$ cat config.mk
export PLATFORM = sky130hd
export DESIGN_NAME = div_iter
export DESIGN_NICKNAME = d
export VERILOG_FILES = /design/src/rtl/div_iter.sv
export SDC_FILE = /design/constraint.sdc
export NUM_CORES = 1
export LEC_CHECK = 0
export CAP_MARGIN = 20
export CORE_MARGIN = 5
export CORE_UTILIZATION = 45
export CTS_CLUSTER_SIZE = 30
export DETAILED_ROUTE_END_ITERATION = 8
export GPL_TIMING_DRIVEN = 0
export PLACE_DENSITY = 0.65
export SLEW_MARGIN = 20
export SYNTH_ARGS = -nofsm -noshare
export SYNTH_HDL_FRONTEND = slang
export SYNTH_SLANG_ARGS = --single-unit
$ cat constraint.sdc
create_clock -name clk -period 7.05 [get_ports clk]
set_input_delay 1.41 -clock clk [delete_from_list [all_inputs] [get_ports clk]]
set_output_delay 1.41 -clock clk [all_outputs]
set_load 0.05 [all_outputs]
$ cat src/rtl/div_iter.sv
// rtl/div_iter.sv - RV32 iterative divider (DIV/DIVU/REM/REMU), restoring shift-subtract
// One quotient bit per cycle; divide-by-zero and signed overflow bypass the iteration.
module div_iter (
    input  logic        clk,
    input  logic        rst,
    input  logic        start,
    input  logic [1:0]  op,
    input  logic [31:0] rs1_val,
    input  logic [31:0] rs2_val,
    input  logic [4:0]  rd,
    input  logic        flush,
    output logic        busy,
    output logic        done,
    output logic        wr_ena,
    output logic [4:0]  wr_reg,
    output logic [31:0] wr_data
);

    typedef enum logic [1:0] {
        S_IDLE = 2'd0,
        S_CALC = 2'd1,
        S_DONE = 2'd2
    } state_t;

    state_t      state_q, state_d;

    logic [5:0]  cnt_q;
    logic [31:0] quo_q;
    logic [31:0] rem_q;
    logic [31:0] dvs_q;
    logic        q_neg_q;
    logic        r_neg_q;
    logic        rem_op_q;
    logic [4:0]  rd_q;
    logic        wr_ena_q;
    logic [4:0]  wr_reg_q;
    logic [31:0] wr_data_q;

    // Operand decode at launch
    logic        in_signed;
    logic        in_rem;
    logic        div_zero;
    logic        sgn_ovf;
    logic        special;
    logic [31:0] abs1;
    logic [31:0] abs2;
    logic [31:0] special_res;

    always_comb begin
        in_signed   = ~op[0];
        in_rem      = op[1];
        div_zero    = (rs2_val == 32'd0);
        sgn_ovf     = in_signed && (rs1_val == 32'h8000_0000) && (rs2_val == 32'hFFFF_FFFF);
        special     = div_zero || sgn_ovf;
        abs1        = (in_signed && rs1_val[31]) ? (~rs1_val + 32'd1) : rs1_val;
        abs2        = (in_signed && rs2_val[31]) ? (~rs2_val + 32'd1) : rs2_val;
        special_res = 32'd0;
        if (div_zero) begin
            special_res = in_rem ? rs1_val : 32'hFFFF_FFFF;
        end else begin
            special_res = in_rem ? 32'd0 : 32'h8000_0000;
        end
    end

    // One restoring step; the partial remainder stays below the divisor,
    // so the shifted value needs 33 bits but the difference fits in 32.
    logic [32:0] shifted;
    logic        ge;
    logic [31:0] rem_next;
    logic [31:0] quo_next;
    logic [31:0] final_q;
    logic [31:0] final_r;
    logic [31:0] calc_res;

    always_comb begin
        shifted  = {rem_q, quo_q[31]};
        ge       = (shifted >= {1'b0, dvs_q});
        rem_next = ge ? (shifted[31:0] - dvs_q) : shifted[31:0];
        quo_next = {quo_q[30:0], ge};
        final_q  = q_neg_q ? (~quo_next + 32'd1) : quo_next;
        final_r  = r_neg_q ? (~rem_next + 32'd1) : rem_next;
        calc_res = rem_op_q ? final_r : final_q;
    end

    // State register
    always_ff @(posedge clk) begin
        if (rst) begin
            state_q <= S_IDLE;
        end else begin
            state_q <= state_d;
        end
    end

    // Next-state logic
    always_comb begin
        state_d = state_q;
        case (state_q)
            S_IDLE: begin
                if (start) begin
                    state_d = special ? S_DONE : S_CALC;
                end
            end
            S_CALC: begin
                if (flush) begin
                    state_d = S_IDLE;
                end else if (cnt_q == 6'd31) begin
                    state_d = S_DONE;
                end
            end
            S_DONE:  state_d = S_IDLE;
            default: state_d = S_IDLE;
        endcase
    end

    // Datapath and registered write port
    always_ff @(posedge clk) begin
        if (rst) begin
            cnt_q     <= 6'd0;
            quo_q     <= 32'd0;
            rem_q     <= 32'd0;
            dvs_q     <= 32'd0;
            q_neg_q   <= 1'b0;
            r_neg_q   <= 1'b0;
            rem_op_q  <= 1'b0;
            rd_q      <= 5'd0;
            wr_ena_q  <= 1'b0;
            wr_reg_q  <= 5'd0;
            wr_data_q <= 32'd0;
        end else begin
            wr_ena_q <= 1'b0;
            case (state_q)
                S_IDLE: begin
                    if (start) begin
                        cnt_q    <= 6'd0;
                        quo_q    <= abs1;
                        rem_q    <= 32'd0;
                        dvs_q    <= abs2;
                        q_neg_q  <= in_signed && (rs1_val[31] ^ rs2_val[31]);
                        r_neg_q  <= in_signed && rs1_val[31];
                        rem_op_q <= in_rem;
                        rd_q     <= rd;
                        if (special) begin
                            wr_data_q <= special_res;
                            wr_reg_q  <= rd;
                            wr_ena_q  <= (rd != 5'd0);
                        end
                    end
                end
                S_CALC: begin
                    if (!flush) begin
                        quo_q <= quo_next;
                        rem_q <= rem_next;
                        cnt_q <= cnt_q + 6'd1;
                        if (cnt_q == 6'd31) begin
                            wr_data_q <= calc_res;
                            wr_reg_q  <= rd_q;
                            wr_ena_q  <= (rd_q != 5'd0);
                        end
                    end
                end
                default: ;
            endcase
        end
    end

    // Outputs; a flush in DONE suppresses the write in that same cycle
    always_comb begin
        busy    = (state_q != S_IDLE);
        done    = (state_q == S_DONE);
        wr_ena  = wr_ena_q && !flush;
        wr_reg  = wr_reg_q;
        wr_data = wr_data_q;
    end

endmodule
# After elaboration in Yosys (flattened, before gate mapping)
# Cells that the tools add are included.
dict set report totals {
  ff_bits 150
  out_inout_bits 40
  wordCells 91
}
dict set report op_classes {
  addsub 6
  order_cmp 1
  eq_ne 10
  mux 38
  bitwise 6
  n_reduce_logical 18
}
# operator count
set op_table {}
lappend op_table {{two-way mux 32 bit} 17}
lappend op_table {{one-hot mux 32 bit (2 select lines)} 3}
lappend op_table {{adder 32 x 1 -> 32 bit, second input constant} 4}
lappend op_table {{NOT 32 bit} 4}
lappend op_table {{equality test 32 bit, second input constant} 2}
lappend op_table {{greater-or-equal comparator 33 x 32 -> 1 bit} 1}
lappend op_table {{logical NOT 32 bit} 1}
lappend op_table {{subtractor 32 bit} 1}
lappend op_table {{two-way mux 5 bit} 4}
lappend op_table {{two-way mux 6 bit} 2}
lappend op_table {{one-hot mux 6 bit (2 select lines)} 1}
lappend op_table {{one-hot mux 5 bit (2 select lines)} 1}
lappend op_table {{nonzero test 5 bit} 2}
lappend op_table {{two-way mux 2 bit} 4}
lappend op_table {{inequality test 2 bit, second input constant} 4}
lappend op_table {{adder 6 x 1 -> 6 bit, second input constant} 1}
lappend op_table {{equality test 6 x 5 -> 1 bit, second input constant} 1}
lappend op_table {{logical AND 1 bit} 6}
lappend op_table {{AND reduction 5 bit} 1}
lappend op_table {{two-way mux 1 bit} 4}
lappend op_table {{one-hot mux 2 bit (2 select lines)} 1}
lappend op_table {{AND reduction 2 bit} 2}
lappend op_table {{nonzero test 2 bit} 2}
lappend op_table {{inequality test 3 bit, second input constant} 1}
lappend op_table {{other kinds (9)} 9}

# Depth between registers and ports, before layout
dict set report depth {
  word_depth 9
  ltp_mapped 24
  depth_no_buf 20
}

# Worst setup path after synthesis
# No wires, ideal clock.
dict set report synth_timing {
  path_kind {register -> register}
  startpoint {register rem_q[5]}
  endpoint {register wr_data_q[20] (netlist: wr_data[20])}
  setup_ps 86
  arrival_ps 5160
  required_time_ps 6964
  slack_ps 1805
  path_stages_with_launch 21
  period_less_slack_ps 5245
  path_cell_list {dfxtp_1 ha_1 buf_6 a21o_1 a31o_1 a22o_1 o41ai_4 nand2_4 buf_2 buf_1 clkbuf_1 o21ai_0 ha_1 or3b_2 nor4_1 o221ai_1 or2_2 clkbuf_1 o21ai_0 mux2_2 a211oi_1}
}
dict set report synth_via {
  elab_chain_cells 9
  elab_cells_between_ends 13
  cone_classes {add/sub: 3; order compare: 1; mux: 7; bitwise: 2}
}
# item line_no
set synth_rtl {}
lappend synth_rtl {{start, declared} 29} ;# logic [31:0] rem_q;
lappend synth_rtl {{start signal, assigned} 152} ;# rem_q <= rem_next;
lappend synth_rtl {{subtractor 32 bit or greater-or-equal comparator 33 x 32 -> 1 bit (tied branches)} {78, 77}}
lappend synth_rtl {{two-way mux 32 bit} 78} ;# rem_next = ge ? (shifted[31:0] - dvs_q) : shifted[31:0];
lappend synth_rtl {{NOT 32 bit} 81} ;# final_r = r_neg_q ? (~rem_next + 32'd1) : rem_next;
lappend synth_rtl {{adder 32 x 1 -> 32 bit} 81}
lappend synth_rtl {{two-way mux 32 bit} 81}
lappend synth_rtl {{two-way mux 32 bit (*)} 82} ;# calc_res = rem_op_q ? final_r : final_q;
lappend synth_rtl {{two-way mux 32 bit (*)} 154} ;# if (cnt_q == 6'd31) begin
lappend synth_rtl {{two-way mux 32 bit (*)} 150} ;# if (!flush) begin
lappend synth_rtl {{one-hot mux 32 bit (2 select lines) (*)} 131} ;# case (state_q)
lappend synth_rtl {{end signal, assigned} 143} ;# wr_data_q <= special_res;
lappend synth_rtl {{end signal, assigned} 155} ;# wr_data_q <= calc_res;
lappend synth_rtl {{end, declared} 37} ;# logic [31:0] wr_data_q;
# Mark *: on every way between the ends. The rest lies on a longest branch, timed or not. The select of a mux whose other input is x is not followed.
# A chain may end at the register's enable or synchronous reset.

# Final worst setup path
dict set report layout_timing {
  startpoint {register rem_q[7]}
  endpoint {register wr_data_q[30] (netlist: wr_data[30])}
}
# The elaborated chain is that of the path after synthesis.

==> Implementation_results.wiki <==
{| class="wikitable"
! Metric !! Value
|-
| Area delta synth->final || 18.3%
|-
| Pin count of the biggest net entering global routing || 17
|-
| Root cell of the clock tree || sky130_fd_sc_hd__clkbuf_16
|-
| Number of antenna violations at the first check in global routing || 1
|-
| DR WL/cell || 22.3 um
|-
| Part of the Yosys area used for sequential elements || between 20% and 30%
|-
| IO Port Bufs || about 110
|-
| Level count of the clock H-tree || 4
|-
| Kind of end point of the critical path || flip-flop
|-
| Final worst path period need || 6840 ps
|-
| Total wirelength of the detailed-routed design || around 48000 um
|-
| Number of slew-limit violations in the final report || 0
|-
| Final GP Congestion || 1.01
|-
| Hold Crit Class || flip-flop to flip-flop
|-
| Number of instances in the synthesized netlist || 1678
|-
| Source of the critical timing path || rem_q[7]$_SDFFE_PP0P_
|-
| Total of endpoints with negative setup slack in the final report || 0
|-
| Final-layout setup total negative slack || 0 ps
|-
| Die area || 0.0300 mm^2
|-
| Synth Area in Simple Gates || 24.9%
|-
| Max-capacitance violation count || 0
|-
| Worst Max-Slew Pin Slew || between 1000 and 1500 ps
|-
| Antenna fix cells || 0
|-
| Die height || 173 um
|-
| Core Box Area || about 0.026 mm^2
|-
| Post-layout nets || 1924
|-
| Number of synthesized register bits || 150
|-
| Worst r2r src || rem_q[7]$_SDFFE_PP0P_
|-
| Adder and majority gate portion of the synthesized area || 4.13%
|-
| Post-synth net total || between 1500 and 2000
|-
| Clock Power Share || 38.6%
|-
| PD cells || ~180 mW/mm^2
|-
| Sink count of the clock tree || 150
|-
| Unrepaired setup endpoints after global routing || no
|-
| Library cell occupying the most area in the post-synthesis netlist || sky130_fd_sc_hd__dfxtp_1
|-
| Post-detailed-route count of antenna-violating nets || 0
|-
| Sequential group share of total power || between 30% and 40%
|-
| Effective utilization at floorplan || 45.9%
|-
| Family with the most delay on the worst path || compound AO/OA/AOI/OAI gates
|-
| Beginning of the worst hold path || dvs_q[31]$_SDFFE_PP0P_
|-
| Critical Path Start Type || flip-flop
|-
| Wire length of the first global-routing pass || between 70000 and 80000 um
|-
| Clock Skews || about 15 ps
|-
| XOR/XNOR Fraction of Synth Area || 9.05%
|-
| Average size of a mapped cell || 7.15 um^2
|-
| Vias/cell || 6.34
|-
| Remaining design rule violation count || 0
|-
| Netlist cell types || 78
|-
| Worst skew pair latency || 440 ps
|-
| Highest attainable clock frequency || 146 MHz
|-
| Portion of synthesized cell area occupied by the leading cell type || 25.0%
|-
| Arr. time, crit path || 7150 ps
|-
| Final Cycle Share || between 90% and 100%
|-
| Buf/Inv on CP || 5
|-
| GRT overflow || 0
|-
| Top-level port count || ~120
|-
| Die X || 173 um
|-
| Master of the slowest instance on the critical path || sky130_fd_sc_hd__o41ai_4
|-
| Worst slew margin relative to its limit || 20.8%
|-
| Status || complete, no violations
|-
| Worst supply voltage drop on vdd || 0.000149 V
|-
| Delay of the slowest critical-path stage || between 600 and 700 ps
|-
| Number of enable flip-flop cells after synthesis || 0
|-
| Detailed-route via count || 13687
|-
| Iteration-0 DRC count of the detailed router || 1452
|-
| Leakage Power || 5.18 nW
|-
| Cell-internal power || 1.66 mW
|-
| Number of fill cells || 2641
|-
| Via count of the first global-routing pass || 12583
|-
| Final Hold Slack || 458 ps
|-
| Row count || 59
|-
| Series of cell instances along the critical path || ha_1, buf_6, a21o_1, a31o_1, a22o_1, o41ai_4, nand2_4, buf_2, clkbuf_2, clkbuf_1, o21ai_2, ha_1, or3b_2, nor4_1, o221ai_1, or2_2, clkbuf_1, o2111a_1, o41ai_1, nand2_1
|-
| Clock tree from TritonCTS || built
|-
| Worst-case clock buffer depth || 2
|-
| Fraction of the mapped netlist area in compound gates || 29.0%
|-
| Net switching component of the power || ~910 uW
|-
| Number of buffers created by CTS || 17
|-
| Count of TritonRoute iterations in the first routing pass || 6
|-
| Half-perimeter wire length after detailed placement || approximately 38000 um
|-
| Most area-consuming cells after synthesis || sky130_fd_sc_hd__dfxtp_1 25%, sky130_fd_sc_hd__nor2_1 6.8%, sky130_fd_sc_hd__nand2_1 5.7%
|-
| Fraction of layout cells with a size suffix above 1 || 4.94%
|-
| Clock transition at the registers of the reported paths || 70 ps
|-
| Async S/R FF share, synth || 0%
|-
| Synthesized cell area || 0.0120 mm^2
|-
| Final count of hold timing violations || 0
|-
| Kind of critical path || flip-flop to flip-flop
|-
| Count of hold buffers inserted by post-cts repair || 0
|-
| Top fanout value on the critical path || 10
|-
| Overall fraction of global-route tracks in use || 30.5%
|-
| Syn. warnings || 0
|-
| WP data required || ~7400 ps
|-
| Switching power share of the total || between 30 and 40%
|-
| Largest family of logic cells by synthesized area || compound AO/OA/AOI/OAI gates
|-
| Relative contribution of combinational cells to total power || about a quarter
|-
| Top flip-flop cell by instance count after synthesis || sky130_fd_sc_hd__dfxtp_1
|-
| Portion of netlist area occupied by mux cells || 1.75%
|}
[placed cells by master (no fill, tap or decap), drive strengths merged, types with 26 or more instances in the layout]
cell type,instances
clkbuf,104
ha,38
xnor2,72
nand4,35
clkdlybuf4s50,113
a21oi,134
a211oi,54
nor2,216
inv,76
nor3,57
dfxtp,150
a311oi,29
buf,27
a22oi,45
xor2,52
o21ai,108
nand2,184
nor4,26
[area by class of cell]
| type | count | area [um^2] | area share, % |
|---|---|---|---|
| Buffer | 113 | 474 | 3.34 |
| Clock buffer | 18 | 439 | 3.09 |
| Clock inverter | 14 | 180 | 1.27 |
| Inverter | 71 | 267 | 1.88 |
| Multi-Input combinational cell | 1344 | 8290 | 58.4 |
| Sequential cell | 150 | 3000 | 21.1 |
| Tap cell | 335 | 419 | 2.95 |
| Timing Repair Buffer | 113 | 1130 | 7.97 |
[layer usage]
metal | wire (um) | GRT usage (%) | vias to the layer above
met3 | 5030 | 7.18 | 106
met5 | 13 | 0 | -
met1 | 20400 | 41.2 | 6427
met4 | 1380 | 9.38 | 2
li1 | - | - | 6413
met2 | 21300 | 48.4 | 739
[worst reg2reg max path, delay by kind of cell (launching register included)]
kind	cells	cell delay [ps]
adder cells (fa/ha/maj)	2	600
flip-flops	1	490
AND/OR/NAND/NOR	5	1600
AO/OA/AOI/OAI	8	2830
buffers and inverters	5	1210
[power by group through the flow]
| stage | logic, mW | registers [mW] | clock network, mW |
|---|---|---|---|
| floorplan | 0.409 | 0.927 | 0 |
| global placement | 0.625 | 0.940 | 0 |
| detailed placement | 0.627 | 0.941 | 0 |
| CTS | 0.632 | 0.922 | 0.992 |
| global route | 0.705 | 0.927 | 1.03 |
| finish | 0.652 | 0.924 | 0.991 |
[metrics by stage]
stage	cells	instance area [um^2]	util (%)	setup WS [ps]	total power, mW
after global placement	2126	13600	51.9	-120	1.56
after floorplan	1678	12000	-	1800	1.34
final	2158	14200	54.3	208	2.57
after detailed placement	2126	13600	51.9	-98.9	1.57
after CTS	2158	14200	54.2	13.6	2.55
after global routing	2158	14200	54.3	21.8	2.66
[cells by family (layout without fill, tap and decap cells)]
group	count (synthesis)	in the layout
AOI/OAI and AO/OA	523	523
muxes	20	20
buffers and inverters	184	329
and+or+nand+nor	638	638
DFF	150	150
adders and majority gates	39	39
xor gates and xnor gates	124	124
[synth_stat cells (all sizes together), types with 10 or more instances]
library cell    n
a211oi         54
a21o           13
a21oi         134
a22oi          45
a311oi         29
a31oi          18
buf            29
clkbuf         84
dfxtp         150
ha             38
inv            69
mux2i          15
nand2         184
nand2b         14
nand3          22
nand4          35
nor2          216
nor2b          10
nor3           57
nor4           26
o211ai         18
o21ai         108
o31ai          23
o41ai          16
or3            21
or4            19
xnor2          72
xor2           52
[worst paths after layout]
| kind | slack (ps) | cells after the start | endpoint |
|---|---|---|---|
| max | 210 | 20 | wr_data[30]$_SDFFE_PP0P_ |
| min | 460 | 2 | dvs_q[31]$_SDFFE_PP0P_ |
| max reg2reg | 210 | 20 | wr_data[30]$_SDFFE_PP0P_ |
| min reg2reg | 460 | 2 | dvs_q[31]$_SDFFE_PP0P_ |
[timing repair]
action,4_1_cts,5_1_grt
buffers inserted,0,0
setup endpoints to repair,2,8
hold endpoints to repair,0,0
resized for setup,1,7
Note: power is estimated with default switching activity, not from simulation.
